===== config.mk =====
export PLATFORM = sky130hd
export DESIGN_NAME = des_tx_serializer
export DESIGN_NICKNAME = d
export VERILOG_FILES = /design/src/rtl/des_tx_serializer.sv
export SDC_FILE = /design/constraint.sdc
export NUM_CORES = 1
export LEC_CHECK = 0
export ABC_AREA = 1
export CAP_MARGIN = 20
export CORE_ASPECT_RATIO = 0.7
export CORE_MARGIN = 2
export CORE_UTILIZATION = 46
export DETAILED_ROUTE_END_ITERATION = 7
export PLACE_DENSITY = 0.86
export RECOVER_POWER = 100
export REMOVE_ABC_BUFFERS = 1
export SLEW_MARGIN = 20
export SYNTH_ARGS = -nofsm -noshare
export SYNTH_HDL_FRONTEND = slang
export SYNTH_SLANG_ARGS = --single-unit

===== constraint.sdc =====
create_clock -name clk -period 1.38 [get_ports clk]
set_input_delay 0.414 -clock clk [delete_from_list [all_inputs] [get_ports clk]]
set_output_delay 0.414 -clock clk [all_outputs]
set_load 0.05 [all_outputs]

===== src/rtl/des_tx_serializer.sv =====
// des_tx_serializer: captures a 64-bit DES block on a rising done and
// streams it out MSB byte first over a valid/ready byte handshake.
module des_tx_serializer #(
    parameter int GAP_CYCLES = 0
) (
    input  logic        clk,
    input  logic        rst,
    input  logic [64:1] enc_msg,
    input  logic        done,
    output logic [8:1]  byte_out,
    output logic        byte_valid,
    input  logic        byte_ready,
    output logic        busy,
    output logic        overrun
);

    localparam bit HAS_GAP = (GAP_CYCLES > 0);
    localparam logic [7:0] GAP_LAST =
        HAS_GAP ? 8'(GAP_CYCLES - 1) : 8'd0;

    typedef enum logic [1:0] {
        IDLE,
        SEND,
        GAP
    } state_t;

    state_t      state, state_d;
    logic        done_q;
    logic [64:1] shreg, shreg_d;
    logic [2:0]  idx, idx_d;
    logic [7:0]  gap_cnt, gap_d;
    logic        valid_d;
    logic        ovr_d;
    logic        capture;
    logic        xfer;

    assign capture  = done & ~done_q;
    assign xfer     = byte_valid & byte_ready;
    assign byte_out = shreg[64:57];
    assign busy     = (state != IDLE);

    always_ff @(posedge clk or negedge rst) begin
        if (!rst) begin
            state      <= IDLE;
            done_q     <= 1'b0;
            shreg      <= '0;
            idx        <= '0;
            gap_cnt    <= '0;
            byte_valid <= 1'b0;
            overrun    <= 1'b0;
        end else begin
            state      <= state_d;
            done_q     <= done;
            shreg      <= shreg_d;
            idx        <= idx_d;
            gap_cnt    <= gap_d;
            byte_valid <= valid_d;
            overrun    <= ovr_d;
        end
    end

    always_comb begin
        state_d = state;
        shreg_d = shreg;
        idx_d   = idx;
        gap_d   = gap_cnt;
        valid_d = byte_valid;
        ovr_d   = overrun;
        unique case (state)
            IDLE: begin
                if (capture) begin
                    state_d = SEND;
                    shreg_d = enc_msg;
                    idx_d   = 3'd0;
                    valid_d = 1'b1;
                end
            end
            SEND: begin
                // A block arriving mid-transfer is flagged, never loaded.
                if (capture) ovr_d = 1'b1;
                if (xfer) begin
                    if (idx == 3'd7) begin
                        valid_d = 1'b0;
                        state_d = IDLE;
                    end else begin
                        idx_d   = idx + 3'd1;
                        shreg_d = {shreg[56:1], 8'h00};
                        if (HAS_GAP) begin
                            valid_d = 1'b0;
                            gap_d   = 8'd0;
                            state_d = GAP;
                        end
                    end
                end
            end
            GAP: begin
                if (capture) ovr_d = 1'b1;
                if (gap_cnt == GAP_LAST) begin
                    valid_d = 1'b1;
                    state_d = SEND;
                end else begin
                    gap_d = gap_cnt + 8'd1;
                end
            end
            default: begin
                state_d = IDLE;
                valid_d = 1'b0;
            end
        endcase
    end

endmodule

==> metrics.md, run 1 <==
| Metric | Value |
|---|---|
| Run status | `finished with violations` |
| Failing checks | `negative setup slack` |
| CP endpoint | `shreg[11]$_DFFE_PN0P_` |
| Adder-cell area share of the yosys netlist | `less than 1%` |
| Startpoint Class | `flop` |
| Total CTS buffers | `9` |
| Ys Warns | `0` |
| Die area | `about 0.0087 mm²` |
| Vias in the first global route | `3430` |
| Syn Area/Cell | `between 7 and 8 µm²` |
| Crit. End Element | `flop` |
| R2R depth | `7` |
| Post-Layout Cell Count | `between 600 and 700` |
| Largest family of logic cells by synthesized area | `simple AND/OR/NAND/NOR gates` |
| Routability cong. | `a little over 0.8` |
| Synth Area in Simple Gates | `41.5%` |
| Setup TNS | `-9180 ps` |
| Fmax | `644 MHz` |
| Worst vdd ir | `1.25 mV` |
| Yosys cell types | `16` |
| Mapped Area | `0.00366 mm²` |
| GRT Util Overall | `a little over a fifth` |
| Area delta synth->final | `43.4%` |
| DRT Pass-1 Iters | `5` |
| DRC | `0` |
| Final instance area | `around 0.0053 mm²` |
| Post-route ant nets | `0` |
| Clk_skew | `about 6 ps` |
| Compound-Gate Fraction of Synth Area | `less than 1%` |
| DIE HEIGHT | `78.7 µm` |
| Hold crit path type | `in -> async` |
| Core footprint | `0.00780 mm²` |
| Initial Util | `47.0%` |
| Critical path fanouts, max | `8` |
| Worst-path clk slew | `about 60 ps` |
| Max Cap Viol | `0` |
| Cells after synthesis | `approximately 510` |
| PwrDens | `2140 mW/mm²` |
| Flops & latches, synth | `70` |
| Filler cells | `about 630` |
| I/O pin cnt | `79` |
| Req. time, crit path | `about 1700 ps` |
| Die width | `approximately 110 µm` |
| Port Buffer Count | `78` |
| Final hold slack | `between 300 and 400 ps` |
| First-pass GRT wire length | `15600 µm` |
| Grt ovf | `0` |
| XOR/XNOR Fraction of Synth Area | `0%` |
| Antenna violations before repair | `0` |
| R2r setup slk | `-170 ps` |
| Worst-Skew Late Latency | `330 ps` |
| Via/cell ratio | `between 5 and 6` |
| Kind of critical path | `reg -> reg` |
| Antenna Cells | `0` |
| H-tree Lvls | `3` |
| Placed cells | `662` |
| Fraction of layout cells with a size suffix above 1 | `~17%` |
| Most frequent cells in the layout | `286 x nand2_1, 69 x dfrtp_1, 65 x clkdlybuf4s50_1` |
| Post-synthesis mux area share | `0%` |
| RSZ-0062 raised after global routing | `true` |
| Via count | `3559` |
| CTS Hold Bufs | `0` |
| Initial DRC Count | `293` |
| Final setup vio count | `slightly below 70` |
| Relative slew slack | `36.5%` |
| Worst-Margin Slew | `approximately 950 ps` |
| Arr. time, crit path | `approximately 1800 ps` |
| Launch point of the worst path | `idx[1]$_DFFE_PN0P_` |
| Static leakage | `about 2.8 nW` |
| Rows | `27` |
| Seq/Total Area, Yosys | `47.8%` |
| Fin crit share | `113%` |
| Final setup margin | `-173 ps` |
| Slew Viols, Final | `0` |
| CTS sink count | `70` |
| Commonest non-fill, non-tap cell in the layout | `nand2_1` |
| DP Wirelength | `~5400 µm` |
| Cell Area, Placed | `roughly 0.0046 mm²` |
| Reg2reg end | `shreg[11]$_DFFE_PN0P_` |
| CTS root buf | `clkbuf_16` |
| Largest net degree at the start of global routing | `71` |
| Final hold viol count | `0` |
| Min Tclk post-route | `between 1500 and 2000 ps` |
| Clock Path Buffers | `2` |
| Drt total wl | `approximately 9900 µm` |
| Wirelength per Cell | `around 14 µm` |
| Finished Core Util | `67.3%` |
| Reg2reg start | `idx[1]$_DFFE_PN0P_` |
| CTS tree | `built` |
| Nets | `approximately 660` |
==> final cells by class <==
class | instances | area (µm²) | area share, %
Timing Repair Buffer | 105 | 1280 | 24.4
Sequential cell | 70 | 1750 | 33.4
Multi-Input combinational cell | 387 | 1750 | 33.2
Clock buffer | 11 | 243 | 4.62
Inverter | 12 | 45.0 | 0.857
Clock inverter | 5 | 58.8 | 1.12
Tap cell | 101 | 126 | 2.41
==> routing by layer <==
layer / global-route usage [%] / share of wire (%) / vias to the layer above
met1: 28.2 / 41 / 1656
met4: 6.75 / 1.1 / 0
met5: 0 / 0 / -
li1: - / - / 1718
met2: 35.7 / 49 / 171
met3: 7.10 / 8.8 / 14
==> sequential cells by signal (all words and copies together), names as in the netlist <==
| register | flops |
|---|---|
| byte_valid | 1 |
| done_q | 1 |
| idx | 3 |
| overrun | 1 |
| shreg | 64 |
==> critical path, stage by stage, from the launching register on <==
cell and delay, ps:
dfrtp_1 390, ha_2 200, ha_4 170, o21ai_4 230, buf_12 190, clkbuf_16 160
nand3_1 80, nand2_1 80
==> worst min path at each step <==
stage,end,depth (start not counted)
finish,done_q$_DFF_PN0_,2
global placement,overrun$_DFFE_PN0P_,2
CTS,shreg[61]$_DFFE_PN0P_,2
global route,shreg[21]$_DFFE_PN0P_,2
floorplan,byte_valid$_DFFE_PN0P_,0
detailed placement,idx[2]$_DFFE_PN0P_,2
==> cells in the mapped netlist <==
library cell	count	share of area [%]
nor2_1	9	0.92
buf_6	3	0.92
buf_2	14	1.9
clkbuf_1	3	0.31
o21ai_2	1	0.24
o21ai_0	2	0.27
nand3_1	65	8.9
nand4_1	2	0.34
nand2_1	303	31
o21bai_1	1	0.20
inv_1	10	1.0
inv_2	2	0.20
ha_1	2	0.68
buf_4	24	4.9
nand2_2	2	0.34
dfrtp_1	70	48
==> cell families after synthesis <==
group,Yosys count
AOI/OAI and AO/OA,4
adders and majority gates,2
buffers and inverters,56
DFF,70
and+or+nand+nor,381
==> timing repair <==
action | CTS | global route
setup endpoints to repair | 69 | 69
buffers inserted | 7 | 1
gates cloned | 3 | 6
hold endpoints to repair | 0 | 0
pin swaps | 1 | 37
gates resized for setup | 9 | 46
==> power breakdown <==
| part | internal (mW) | total [mW] | switching [mW] |
|---|---|---|---|
| registers | 2.87 | 3.39 | 0.527 |
| clock network | 1.45 | 2.33 | 0.879 |
| logic | 2.39 | 5.54 | 3.16 |
==> per-stage QoR <==
step / power (mW) / setup WS, ps
4_1_cts: 10.9 / -135
6_report: 11.3 / -173
2_1_floorplan: 6.14 / -3380
3_5_place_dp: 8.04 / -356
5_1_grt: 12.1 / -249
3_3_place_gp: 7.84 / -329
(Power assumes the default switching activity.)
==> inputs of run 2 (changes only) <==
--- a/config.mk
+++ b/config.mk
@@ -11,6 +11,7 @@
 export CORE_MARGIN = 2
 export CORE_UTILIZATION = 46
 export DETAILED_ROUTE_END_ITERATION = 7
+export GPL_ROUTABILITY_DRIVEN = 0
 export PLACE_DENSITY = 0.86
 export RECOVER_POWER = 100
 export REMOVE_ABC_BUFFERS = 1
==> results of run 2 <==
Final layout, timing and power as in run 1 (identical DEF).
